==> config.mk <==
export PLATFORM = sky130hd
export DESIGN_NAME = axis_stream_receiver
export DESIGN_NICKNAME = d
export VERILOG_FILES = /design/src/rtl/axis_stream_receiver.sv
export SDC_FILE = /design/constraint.sdc
export NUM_CORES = 1
export LEC_CHECK = 0
export CAP_MARGIN = 20
export CORE_AREA = 4 4 214 216
export CTS_BUF_LIST = sky130_fd_sc_hd__clkbuf_4
export DETAILED_ROUTE_END_ITERATION = 16
export DIE_AREA = 0 0 218 220
export PLACE_DENSITY = 0.66
export SLEW_MARGIN = 20
export SYNTH_ARGS = -nofsm -noshare
export SYNTH_HDL_FRONTEND = slang
export SYNTH_SLANG_ARGS = --single-unit
==> constraint.sdc <==
create_clock -name ACLK -period 5.8 [get_ports ACLK]
set_input_delay 1.16 -clock ACLK [delete_from_list [all_inputs] [get_ports ACLK]]
set_output_delay 1.16 -clock ACLK [all_outputs]
set_load 0.05 [all_outputs]
==> src/rtl/axis_stream_receiver.sv <==
// AXI4-Stream receiver: FWFT beat FIFO with TREADY backpressure, per-packet
// aligned/unaligned/sparse classification, saturating class counters, stability checker.
module axis_stream_receiver #(
    parameter int DATA_BYTES = 4,
    parameter int DEPTH      = 8,
    parameter int ID_W       = 4,
    parameter int DEST_W     = 4,
    parameter int CNT_W      = 16
) (
    input  logic                                                 ACLK,
    input  logic                                                 ARESETn,
    input  logic                                                 TVALID,
    output logic                                                 TREADY,
    input  logic [8*DATA_BYTES-1:0]                              TDATA,
    input  logic [DATA_BYTES-1:0]                                TSTRB,
    input  logic [DATA_BYTES-1:0]                                TKEEP,
    input  logic                                                 TLAST,
    input  logic [ID_W-1:0]                                      TID,
    input  logic [DEST_W-1:0]                                    TDEST,
    input  logic                                                 rd_en,
    output logic                                                 rd_valid,
    output logic [8*DATA_BYTES+2*DATA_BYTES+1+ID_W+DEST_W-1:0]   rd_data,
    output logic                                                 pkt_done,
    output logic [1:0]                                           pkt_class,
    output logic [CNT_W-1:0]                                     aligned_cnt,
    output logic [CNT_W-1:0]                                     unaligned_cnt,
    output logic [CNT_W-1:0]                                     sparse_cnt,
    output logic                                                 proto_err
);
    localparam int ENTRY_W = 8*DATA_BYTES + 2*DATA_BYTES + 1 + ID_W + DEST_W;
    localparam int PTR_W   = $clog2(DEPTH);
    localparam logic [PTR_W:0]        FULL_COUNT = (PTR_W+1)'(DEPTH);
    localparam logic [DATA_BYTES-1:0] ONE_B      = DATA_BYTES'(1);
    localparam logic [CNT_W-1:0]      ONE_C      = CNT_W'(1);

    typedef enum logic {IDLE, IN_PKT} state_t;

    logic [ENTRY_W-1:0]    mem [DEPTH];
    logic [PTR_W-1:0]      wr_ptr, rd_ptr;
    logic [PTR_W:0]        count;
    logic                  ready_en;
    logic                  push, pop;
    logic [ENTRY_W-1:0]    beat;

    state_t                state, state_nxt;
    logic                  sparse_r, partial_r;
    logic [DATA_BYTES-1:0] m;
    logic                  beat_full, beat_sparse, acc_sparse, acc_partial, emit;
    logic [1:0]            cls_nxt;

    logic                  stall_p1;
    logic [ENTRY_W-1:0]    held_p1;

    // Ones form a single run starting at bit 0 (zero also passes; callers exclude it).
    function automatic logic low_run(input logic [DATA_BYTES-1:0] v);
        logic [DATA_BYTES-1:0] t;
        t = v + ONE_B;
        return (v & t) == '0;
    endfunction

    function automatic logic is_lo(input logic [DATA_BYTES-1:0] v);
        return (v != '0) && low_run(v);
    endfunction

    function automatic logic is_hi(input logic [DATA_BYTES-1:0] v);
        return (v != '0) && low_run(~v);
    endfunction

    function automatic logic is_contig(input logic [DATA_BYTES-1:0] v);
        logic [DATA_BYTES-1:0] f;
        f = v | (v - ONE_B);
        return (v != '0) && low_run(f);
    endfunction

    function automatic logic [CNT_W-1:0] sat_inc(input logic [CNT_W-1:0] c);
        return (&c) ? c : c + ONE_C;
    endfunction

    assign beat     = {TDEST, TID, TLAST, TKEEP, TSTRB, TDATA};
    assign TREADY   = ready_en && (count != FULL_COUNT);
    assign rd_valid = (count != '0);
    assign rd_data  = mem[rd_ptr];
    assign push     = TVALID && TREADY;
    assign pop      = rd_en && rd_valid;

    // FIFO control
    always_ff @(posedge ACLK or negedge ARESETn) begin
        if (!ARESETn) begin
            ready_en <= 1'b0;
            wr_ptr   <= '0;
            rd_ptr   <= '0;
            count    <= '0;
        end else begin
            ready_en <= 1'b1;
            if (push) wr_ptr <= wr_ptr + 1'b1;
            if (pop)  rd_ptr <= rd_ptr + 1'b1;
            case ({push, pop})
                2'b10:   count <= count + 1'b1;
                2'b01:   count <= count - 1'b1;
                default: count <= count;
            endcase
        end
    end

    always_ff @(posedge ACLK) begin
        if (push) mem[wr_ptr] <= beat;
    end

    always_comb begin
        state_nxt   = state;
        m           = TKEEP & TSTRB;
        beat_full   = &m;
        beat_sparse = 1'b0;
        if (state == IDLE && TLAST)       beat_sparse = !is_contig(m);
        else if (state == IDLE)           beat_sparse = !(beat_full || is_hi(m));
        else if (TLAST)                   beat_sparse = !(beat_full || is_lo(m));
        else                              beat_sparse = !beat_full;
        if (TKEEP == '0) beat_sparse = 1'b1;
        // Flags restart with the first beat of every packet.
        acc_sparse  = ((state == IDLE) ? 1'b0 : sparse_r)  | beat_sparse;
        acc_partial = ((state == IDLE) ? 1'b0 : partial_r) | !beat_full;
        cls_nxt     = acc_sparse ? 2'b10 : (acc_partial ? 2'b01 : 2'b00);
        emit        = push && TLAST;
        if (push) state_nxt = TLAST ? IDLE : IN_PKT;
    end

    // Classification result and counters
    always_ff @(posedge ACLK or negedge ARESETn) begin
        if (!ARESETn) begin
            state         <= IDLE;
            sparse_r      <= 1'b0;
            partial_r     <= 1'b0;
            pkt_done      <= 1'b0;
            pkt_class     <= 2'b00;
            aligned_cnt   <= '0;
            unaligned_cnt <= '0;
            sparse_cnt    <= '0;
        end else begin
            state    <= state_nxt;
            pkt_done <= emit;
            if (push) begin
                sparse_r  <= acc_sparse;
                partial_r <= acc_partial;
            end
            if (emit) begin
                pkt_class <= cls_nxt;
                case (cls_nxt)
                    2'b00:   aligned_cnt   <= sat_inc(aligned_cnt);
                    2'b01:   unaligned_cnt <= sat_inc(unaligned_cnt);
                    default: sparse_cnt    <= sat_inc(sparse_cnt);
                endcase
            end
        end
    end

    // Stability checker: a stalled beat must be held unchanged until accepted
    always_ff @(posedge ACLK or negedge ARESETn) begin
        if (!ARESETn) begin
            stall_p1  <= 1'b0;
            proto_err <= 1'b0;
        end else begin
            stall_p1 <= TVALID && !TREADY;
            if (stall_p1 && (!TVALID || beat != held_p1)) proto_err <= 1'b1;
        end
    end

    always_ff @(posedge ACLK) begin
        held_p1 <= beat;
    end
endmodule
Word level (Yosys, flattened, before mapping)
Memory sizes are Yosys's and may differ from the RTL's.
Index checks and enable logic that the tools add are counted.

storage, ports and cells
  bits in registers = 116
  memory bits (writable) = 392
  output and inout bits = 103
  word-level logic and storage cells = 92
  memories = 1

operators by class
  add/subtract/negate cells = 11
  equal/unequal tests = 5
  mux-type cells = 12
  bitwise logic cells = 13
  reduce and logical (&&, ||, !) cells = 35

memory list
  name  depth  bits a word  rd ports  clocked after memory_dff  write ports  RTL line  source
  mem   8      49           1         0                         1            38        logic [ENTRY_W-1:0] mem [DEPTH];

operators by type and width
  kind                                                                   number
  49-bit inequality test                                                 1
  16-bit by 1-bit adder with 16-bit output, second input constant        3
  16-bit AND reduction                                                   3
  4-bit by 1-bit adder with 4-bit output, second input constant          4
  4-bit AND                                                              4
  4-bit zero test                                                        4
  1-bit logical AND                                                      10
  1-bit two-way mux                                                      10
  3-bit AND reduction                                                    3
  4-bit one-hot mux with 2 select lines                                  1
  4-bit nonzero test                                                     2
  4-bit by 1-bit subtractor with 4-bit output, second input constant     2
  3-bit by 1-bit adder with 3-bit output, second input constant          2
  1-bit zero test                                                        6
  1-bit NOT                                                              5
  2-bit by 1-bit equality test with 1-bit output, second input constant  2
  4-bit inequality test, second input constant                           1
  4-bit NOT                                                              1
  4-bit OR                                                               1
  4-bit AND reduction                                                    1
  1-bit logical OR                                                       3
  2-bit equality test, second input constant                             1
  2-bit zero test                                                        1
  2-bit two-way mux                                                      1
  3 further kinds                                                        4

Longest topological paths before layout
Gate-level depths: netlist of the first run.

  depth in word-level cells = 17
  gate-level depth with buffers = 11

Worst setup path after synthesis of the first run
Ideal clock, no wire load.

  kind = input to register
  start point = input port TVALID
  end point = memory mem[0][0] (netlist name) (enable)
  library setup time = 578 ps
  arrival = 6446 ps
  data required time = 5222 ps
  slack = -1224 ps
  stages = 4
  buffers on the path = 1
  path through = and3_1 -> clkbuf_1 -> clkinv_1 -> nor4_1

on the way
  cells in the longest elaborated chain, start to end = 3

ends and longest elaborated chain
  what                                     RTL line  source
  from (decl)                              12        input logic TVALID,
  1-bit logical AND                        83        assign push = TVALID && TREADY;
  1-bit two-way mux                        106       if (push) mem[wr_ptr] <= beat;
  1-bit two-way mux (not written as such)  106
  to (decl)                                38

Every way passes these cells.

Final worst setup path of the first run
  start point = register rd_ptr[0]
  end point = output port rd_data[38]

on the way
  cells in the longest elaborated chain, start to end = 1

ends and longest elaborated chain
  what                    RTL line  source
  from (decl)             39        logic [PTR_W-1:0] wr_ptr, rd_ptr;
  from (signal assigned)  96        if (pop) rd_ptr <= rd_ptr + 1'b1;
  memory 8 x 49 bit       n/a
  to (decl)               22        output logic [8*DATA_BYTES+2*DATA_BYTES+1+ID_W+DEST_W-1:0] rd_data,

Every way passes these cells.

==> flow_summary_export.csv, run 1 <==
group,metric,value,unit
cts,clk_pin_slew,60,ps
timing,clock.fmax,205,MHz
yosys,synth_enable_flop_cells,392,
cts,postCtsSetupRepairBufs,0,
critical_path,worstSetupStartpointType,"flop",
timing,tns,0,ps
cts,hold_buffers,0,
critical_path,max_stage_delay,870,ps
timing,tightest_slew,932,ps
outcome,status,"finished, final reports clean",
yosys,avgSynthCellArea,19.4,um^2
placement,port_buffers,155,
finish,drive_gt1_share,28.9,%
yosys,synth_nets,1068,
placement,place_ws,1680,ps
timing,finalClockSkew,41.9,ps
placement,dp.final_hpwl,24.6,mm
yosys,synth_warnings,0,
critical_path,criticalPathCategory,"flop to output port",
floorplanning,start_util,44.5,%
power,vdd_ir_drop_max,305,uV
finish,fin_util,53.9,%
detailed_routing,drc_errors,0,
timing,period_share,84.1,%
detailed_routing,totalWireLength,42.4,mm
yosys,synthFlopType,"edfxtp_1",
yosys,synth_area_leader_cell,"edfxtp_1",
worst_hold_path,hold_class,"flop to flop",
cts,cts_buffers,130,
cts,cts-root-buf,"clkbuf_4",
timing,hold_viol,0,
placement,globalplace.congestion,0.802,
timing,setup_slack,920,ps
global_routing,grt_pass1_wl,65.6,mm
cts,ctsResizeCount,0,
detailed_routing,drt_iter0_drc,666,
floorplanning,die_h,220,um
floorplanning,rows,77,
cts,cts.sinks,508,
yosys,synth_cell_types,53,
yosys,ys_async_sr_fraction,13.2,%
yosys,syn_area,19600,um^2
timing,fin_crit,4880,ps
cts,clockBufferDepth,3,
yosys,ys_seq_area_share,73.7,%
cts,tritoncts,"done",
power,p_leak,8.10,nW
critical_path,critPathRequiredTime,4640,ps
floorplanning,dieWidth,218,um
floorplanning,coreArea,43900,um^2
critical_path,worstPathCellList,"buf_4 > mux4_2 > mux2_2 > clkdlybuf4s50_1",
global_routing,grt_usage,18.1,%
global_routing,first_global_vias,11100,
timing,slew_headroom,37.6,%
power,p_per_area,480,nW/um^2
detailed_routing,post_drt_wl_per_cell,21.5,um
timing,setup_viol,0,
global_routing,antenna_found_initial,5,
yosys,synthTopCellsByArea,"edfxtp_1 (60%), mux4_2 (11%), dfrtp_1 (8.6%)",
detailed_routing,viasPerCell,5.27,
global_routing,grt-ovfl-total,0,
critical_path,crit_arrival,3720,ps
yosys,syn-instance-count,1006,
cts,htree_num_levels,4,
detailed_routing,vias,10400,
global_routing,grt_max_degree,68,
timing,rsz0062_at_grt,"false",
detailed_routing,drt.antenna.violating_nets,0,
yosys,ys_seq_elements,508,
critical_path,slowest_stage,"dfrtp_4",
yosys,synth_top_cells_by_count,"edfxtp_1 (392), mux4_2 (98), dfrtp_1 (67)",
timing,slew_violations,0,
yosys,yosysTopAreaCellShare,60.2,%
detailed_routing,first_pass_iters,4,
cts,clk_latency,800,ps
floorplanning,ioPinCount,156,
flow_run,cap_violations,0,
critical_path,crit_path_end_kind,"output port",
finish,fin_nets,1342,
critical_path,crit_fanout,33,
finish,areaGrowthSynthToFinish,21.0,%
floorplanning,die_area,48000,um^2
yosys,synthMostInstantiatedCell,"edfxtp_1",
[cells by family after synthesis]
family / after synthesis / synth area share (%)
compound gates: 19 / 0.825
xor+xnor: 97 / 4.34
buf+inv: 48 / 1.13
other cells: 1 / 0.0192
mux: 152 / 14.4
simple gates: 172 / 4.94
fa+ha+maj: 9 / 0.614
flops: 508 / 73.7
[critical path: cells and delay by family (launching register included)]
kind / cells / cell delay [ps]
buffers and inverters: 2 / 1180
muxes: 2 / 880
DFF: 1 / 870
[final cells by class]
class	instances	area, um^2
Fill cell	3556	20300
Antenna cell	2	5.00
Tap cell	592	741
Multi-Input combinational cell	450	4970
Clock buffer	191	1430
Clock inverter	42	265
Timing Repair Buffer	178	1780
Sequential cell	508	14400
Inverter	12	45.0
[layout by cell type, fill, tap and decap left out, drive strengths merged, types with 11 or more instances in the layout]
master         instances
edfxtp               392
inv                   15
nor4                  15
mux4                  98
clkdlybuf4s50        154
nor2                  13
nand3                 31
dfxtp                 49
dfrtp                 67
buf                   24
nand4                 30
clkinv                30
and3                  16
xnor2                 64
nor3                  11
mux2                  53
nand2                 31
clkbuf               191
xor2                  33
[stage by stage]
stage | hold WS [ps] | total power [mW] | instance area (um^2) | std cells
floorplan | 446 | 7.22 | 19600 | 1006
global placement | 462 | 8.41 | 21900 | 1738
detailed placement | 471 | 8.44 | 22000 | 1740
CTS | 484 | 11.6 | 23700 | 1973
global route | 517 | 11.9 | 23700 | 1975
finish | 483 | 11.4 | 23700 | 1975
[report_power, final]
group / leakage [nW] / switching (mW) / internal, mW
clock network: 0.989 / 1.41 / 1.65
registers: 4.83 / 0.325 / 4.23
logic: 2.27 / 2.15 / 1.59
[final timing paths]
path,startpoint,endpoint,slack (ps),cells after the start
max,rd_ptr[0]$_DFFE_PN0P_,rd_data[38],920,4
min in group asynchronous,ARESETn,sparse_cnt[2]$_DFFE_PN0P_,570,2
max reg2reg,count[3]$_DFFE_PN0P_,mem[7][2]$_DFFE_PP_,2930,5
max in group asynchronous,ARESETn,rd_ptr[0]$_DFFE_PN0P_,4560,2
min,count[3]$_DFFE_PN0P_,count[3]$_DFFE_PN0P_,480,1
min reg2reg,count[3]$_DFFE_PN0P_,count[3]$_DFFE_PN0P_,480,1
[state kept, by name, indices dropped and copies added (netlist names)]
register and flops:
mem 392, rd_ptr 3, partial_r 1, ready_en 1, proto_err 1, unaligned_cnt 16, pkt_class 2, count 4
wr_ptr 3, stall_p1 1, sparse_r 1, held_p1 49, pkt_done 1, sparse_cnt 16, aligned_cnt 16, state 1
[layer usage]
| layer | GRT usage (%) | vias to the layer above | wire length (um) | part of all wire (%) |
|---|---|---|---|---|
| li1 | - | 4646 | - | - |
| met1 | 24.8 | 5355 | 18400 | 43 |
| met2 | 27.8 | 317 | 20100 | 47 |
| met3 | 5.75 | 79 | 2950 | 6.9 |
| met4 | 5.77 | 6 | 885 | 2.1 |
| met5 | 0 | - | 35 | 0.083 |
No activity file was read; power rests on OpenSTA's default activity.
==> run 2, diff against run 1 <==
PLACE_DENSITY = not set   (was 0.66)
clock period = 4.9 ns   (was 5.8 ns; I/O delays follow)
==> flow_summary_export.csv, run 2 (synthesis gave the netlist of run 1 again) <==
group,metric,value,unit
floorplanning,rows,77,
finish,fin_nets,1345,
detailed_routing,viasPerCell,5.21,
power,p_switching,4.57,mW
global_routing,grt_pass1_wl,66.1,mm
placement,dp.final_hpwl,25.1,mm
finish,final_cell_mix,"edfxtp_1 (392), clkbuf_4 (214), clkdlybuf4s50_1 (154)",
cts,cts.sinks,508,
power,internal_power,9.05,mW
floorplanning,die_area,48000,um^2
cts,ctsResizeCount,0,
power,swShare,33.5,%
timing,setup_slack,384,ps
floorplanning,die_h,220,um
power,vdd_ir_drop_max,363,uV
floorplanning,start_util,44.5,%
timing,clock.fmax,221,MHz
critical_path,critPathRequiredTime,3920,ps
power,pwr-share-seq,39.4,%
flow_run,cap_violations,0,
finish,largest_registers,"mem: 392 flops, held_p1: 49 flops",
finish,drive_gt1_share,30.1,%
global_routing,grt_max_degree,59,
placement,place_ws,1120,ps
cts,clk_pin_slew,60,ps
floorplanning,dieWidth,218,um
critical_path,reg2reg_depth,10,
global_routing,grt-ovfl-total,0,
critical_path,crit_arrival,3540,ps
timing,setup_viol,0,
finish,regArea,14400,um^2
floorplanning,ioPinCount,156,
cts,htree_num_levels,4,
detailed_routing,drt.antenna.violating_nets,0,
timing,slew_violations,0,
critical_path,worstSetupStartpointType,"flop",
cts,tritoncts,"done",
timing,tightest_slew,956,ps
placement,port_buffers,155,
timing,finalClockSkew,30.5,ps
timing,hold_viol,0,
detailed_routing,first_pass_iters,5,
power,power_frac_comb,32.9,%
detailed_routing,post_drt_wl_per_cell,21.8,um
global_routing,first_global_vias,11000,
cts,clk_latency,770,ps
finish,largest_register_ffs,392,
cts,cts_buffers,133,
critical_path,crit_fanout,58,
global_routing,antenna_found_initial,1,
worst_hold_path,hold_class,"input port to asynchronous set/reset pin",
power,p_per_area,571,nW/um^2
timing,fin_crit,4520,ps
finish,nFillCells,3557,
cts,cts-root-buf,"clkbuf_4",
placement,globalplace.congestion,0.776,
power,clkPwrFrac,27.7,%
global_routing,grt_usage,18.4,%
detailed_routing,totalWireLength,43.1,mm
critical_path,criticalPathCategory,"flop to output port",
cts,clockBufferDepth,3,
finish,multi_input_area,4980,um^2
detailed_routing,drc_errors,0,
cts,hold_buffers,0,
timing,slew_headroom,36.0,%
cts,postCtsSetupRepairBufs,0,
finish,top_register,"mem",
detailed_routing,vias,10300,
outcome,status,"finished, final reports clean",
critical_path,crit_path_end_kind,"output port",
floorplanning,coreArea,43900,um^2
finish,layout_commonest_cell,"edfxtp_1",
finish,fin_util,54.3,%
timing,fin_hold_ws,335,ps
detailed_routing,drt_iter0_drc,654,
timing,period_share,92.2,%
finish,areaGrowthSynthToFinish,21.8,%
timing,rsz0062_at_grt,"false",
power,p_leak,8.20,nW
run 2: cell types whose count changed in the layout (fill, tap and decap cells not counted), sizes merged:
cell      previous run  this run
diode                2         1
clkinvlp             6         0
clkinv              30        15
clkbuf             191       214
inv                 15        18
run 2: metrics by stage:
stage          cell area, um^2  power (mW)  std cells  setup TNS (ps)
6_report                 23800        13.6       1979               0
3_5_place_dp             22100        10.0       1740               0
3_3_place_gp             22100        10.0       1740               0
5_1_grt                  23800        14.3       1979               0
2_1_floorplan            19600        8.54       1006          -92760
4_1_cts                  23800        13.9       1978               0
run 2: worst max-delay path, stage by stage, from the launching register on:
cell	delay, ps
dfrtp_4	1040
buf_4	380
mux4_2	330
mux2_2	290
clkdlybuf4s50_1	710
run 2: routing by layer:
layer | vias up | GRT usage (%) | wire length [um]
li1 | 4647 | - | -
met1 | 5361 | 25.3 | 19400
met2 | 263 | 29.2 | 21000
met3 | 47 | 4.78 | 2210
met4 | 0 | 5.35 | 511
met5 | - | 0 | 0
run 2: power groups by stage:
stage               sequential (mW)  combinational (mW)  clock, mW
global placement               5.46                4.56          0
detailed placement             5.47                4.57          0
finish                         5.37                4.48       3.77
global route                   5.42                4.75       4.18
floorplan                      5.35                3.19          0
CTS                            5.38                4.58       3.91
run 2: layout make-up:
type / instances / share of cell area [%]
antenna: 1 / 0.0105
timing repair buffer: 178 / 7.79
clock buffer: 214 / 6.74
tap: 592 / 3.11
multi-input combinational: 450 / 20.9
sequential: 508 / 60.6
clock inverter: 24 / 0.709
inverter: 12 / 0.189
run 2: worst paths after layout:
path | from | end | slack (ps)
min reg2reg | count[3]$_DFFE_PN0P_ | count[3]$_DFFE_PN0P_ | 490
min | ARESETn | unaligned_cnt[15]$_DFFE_PN0P_ | 340
min in group ACLK | count[3]$_DFFE_PN0P_ | count[3]$_DFFE_PN0P_ | 490
max in group asynchronous | ARESETn | rd_ptr[1]$_DFFE_PN0P_ | 3570
max | rd_ptr[1]$_DFFE_PN0P_ | rd_data[8] | 380
max reg2reg | count[0]$_DFFE_PN0P_ | count[3]$_DFFE_PN0P_ | 2010
==> run 3, diff against run 2 <==
--- a/config.mk
+++ b/config.mk
@@ -11,4 +11,5 @@
 export DETAILED_ROUTE_END_ITERATION = 16
 export DIE_AREA = 0 0 218 220
+export PLACE_DENSITY = 0.63
 export SLEW_MARGIN = 20
 export SYNTH_ARGS = -nofsm -noshare
==> constraint.sdc (replaced) <==
create_clock -name ACLK -period 4.9 [get_ports ACLK]
set_input_delay 0.735 -clock ACLK [delete_from_list [all_inputs] [get_ports ACLK]]
set_output_delay 0.735 -clock ACLK [all_outputs]
set_load 0.05 [all_outputs]
==> flow_summary_export.csv, run 3 (synthesis gave the netlist of run 1 again) <==
group,metric,value,unit
finish,final_cell_mix,"edfxtp_1 (392), clkbuf_4 (205), clkdlybuf4s50_1 (154)",
critical_path,max_stage_delay,840,ps
placement,globalplace.congestion,0.798,
global_routing,first_global_vias,11200,
cts,postCtsSetupRepairBufs,0,
finish,nFillCells,3557,
cts,clk_latency,930,ps
critical_path,worstSetupStartpointType,"flop",
global_routing,grt-ovfl-total,0,
floorplanning,rows,77,
timing,period_share,90.5,%
timing,tightest_slew,972,ps
cts,clk_pin_slew,60,ps
critical_path,critPathRequiredTime,4160,ps
floorplanning,ioPinCount,156,
detailed_routing,vias,10300,
power,p_leak,8.18,nW
floorplanning,die_h,220,um
detailed_routing,drt.antenna.violating_nets,0,
cts,hold_buffers,1,
cts,clockBufferDepth,3,
placement,numPlacedInstances,1741,
timing,hold_viol,0,
timing,finalClockSkew,54.3,ps
finish,areaGrowthSynthToFinish,21.6,%
timing,clock.fmax,225,MHz
placement,dp.final_hpwl,24.5,mm
cts,cts_buffers,135,
finish,top_register,"mem",
finish,fin_nets,1349,
detailed_routing,post_drt_wl_per_cell,21.5,um
detailed_routing,drc_errors,0,
finish,drive_gt1_share,29.6,%
cts,cts-root-buf,"clkbuf_4",
outcome,status,"finished, final reports clean",
finish,largest_register_ffs,392,
placement,port_buffers,155,
detailed_routing,viasPerCell,5.18,
timing,setup_slack,464,ps
critical_path,criticalPathCategory,"flop to output port",
detailed_routing,totalWireLength,42.7,mm
global_routing,antenna_found_initial,4,
critical_path,crit_arrival,3700,ps
finish,final_cells,1987,
floorplanning,start_util,44.5,%
detailed_routing,drt_iter0_drc,606,
power,power,13.6,mW
cts,cts.sinks,508,
finish,layout_commonest_cell,"edfxtp_1",
global_routing,grt_usage,18.4,%
timing,slew_violations,0,
detailed_routing,first_pass_iters,4,
worst_hold_path,hold_class,"input port to asynchronous set/reset pin",
floorplanning,die_area,48000,um^2
cts,tritoncts,"done",
critical_path,crit_fanout,31,
global_routing,grt_pass1_wl,65.7,mm
cts,ctsResizeCount,0,
finish,largest_registers,"mem: 392 flops, held_p1: 49 flops",
floorplanning,coreArea,43900,um^2
power,vdd_ir_drop_max,386,uV
placement,place_ws,1320,ps
critical_path,worstPathCellList,"buf_4 > mux4_2 > mux2_2 > clkdlybuf4s50_1",
floorplanning,dieWidth,218,um
critical_path,crit_path_end_kind,"output port",
critical_path,slowest_stage,"dfrtp_4",
timing,slew_headroom,35.0,%
power,p_per_area,573,nW/um^2
cts,htree_num_levels,4,
timing,rsz0062_at_grt,"false",
flow_run,cap_violations,0,
global_routing,grt_max_degree,50,
timing,fin_crit,4440,ps
timing,setup_viol,0,
==> run 3: changes by cell type in the layout (fill, tap and decap cells not counted), sizes merged <==
| cell | change |
|---|---|
| clkinvlp | +1 |
| clkbuf | -9 |
| clkinv | +14 |
| diode | +3 |
| dlygate4sd3 | +1 |
| buf | +1 |
| bufinv | +1 |
| inv | -4 |
==> run 3: cell type report <==
| class | count | area (um^2) | area share [%] |
|---|---|---|---|
| Clock inverter | 36 | 250 | 1.05 |
| Multi-Input combinational cell | 450 | 4980 | 20.9 |
| Sequential cell | 508 | 14400 | 60.7 |
| Timing Repair Buffer | 180 | 1790 | 7.52 |
| Antenna cell | 4 | 10.0 | 0.0421 |
| Tap cell | 592 | 741 | 3.11 |
| Inverter | 12 | 45.0 | 0.189 |
| Clock buffer | 205 | 1540 | 6.47 |
==> run 3: worst paths after layout <==
kind | from | endpoint | slack [ps] | depth (start not counted)
worst max-delay path | rd_ptr[0]$_DFFE_PN0P_ | rd_data[1] | 460 | 4
worst min-delay path | ARESETn | unaligned_cnt[2]$_DFFE_PN0P_ | 360 | 2
worst max register to register | count[0]$_DFFE_PN0P_ | count[3]$_DFFE_PN0P_ | 2050 | 10
worst min register to register | count[3]$_DFFE_PN0P_ | count[3]$_DFFE_PN0P_ | 480 | 1
max in group asynchronous | ARESETn | rd_ptr[0]$_DFFE_PN0P_ | 3730 | 3
min in group ACLK | TKEEP[2] | held_p1[38]$_DFF_P_ | 470 | 2
==> run 3: power breakdown <==
group          switching (mW)  leakage [nW]  internal [mW]
Combinational            2.59          2.28           1.91
Clock                    1.67          1.07           2.12
Sequential              0.350          4.83           5.01
Total                    4.61          8.18           9.04
==> run 3: per-stage QoR <==
| stage | TNS, ps | area (um^2) | hold slack (ps) | utilization [%] |
|---|---|---|---|---|
| 2_1_floorplan | -56740 | 19600 | 439 | - |
| 3_3_place_gp | 0 | 22000 | 470 | 50.0 |
| 5_1_grt | 0 | 23800 | 369 | 54.1 |
| 3_5_place_dp | 0 | 22000 | 473 | 50.0 |
| 4_1_cts | 0 | 23800 | 373 | 54.1 |
| 6_report | 0 | 23800 | 356 | 54.2 |
==> run 3: routing by layer <==
metal  routed length [um]  global-route usage [%]  up-vias
met2                20700                    28.8      285
met4                  620                    6.70        4
met1                18800                    24.6     5274
li1                     -                       -     4668
met5                   34                       0        -
met3                 2600                    5.64       57
==> run 3: critical path, delay by kind of cell (launching register included) <==
kind	cells	cell delay, ps
buf+inv	2	1090
flops	1	840
mux	2	850
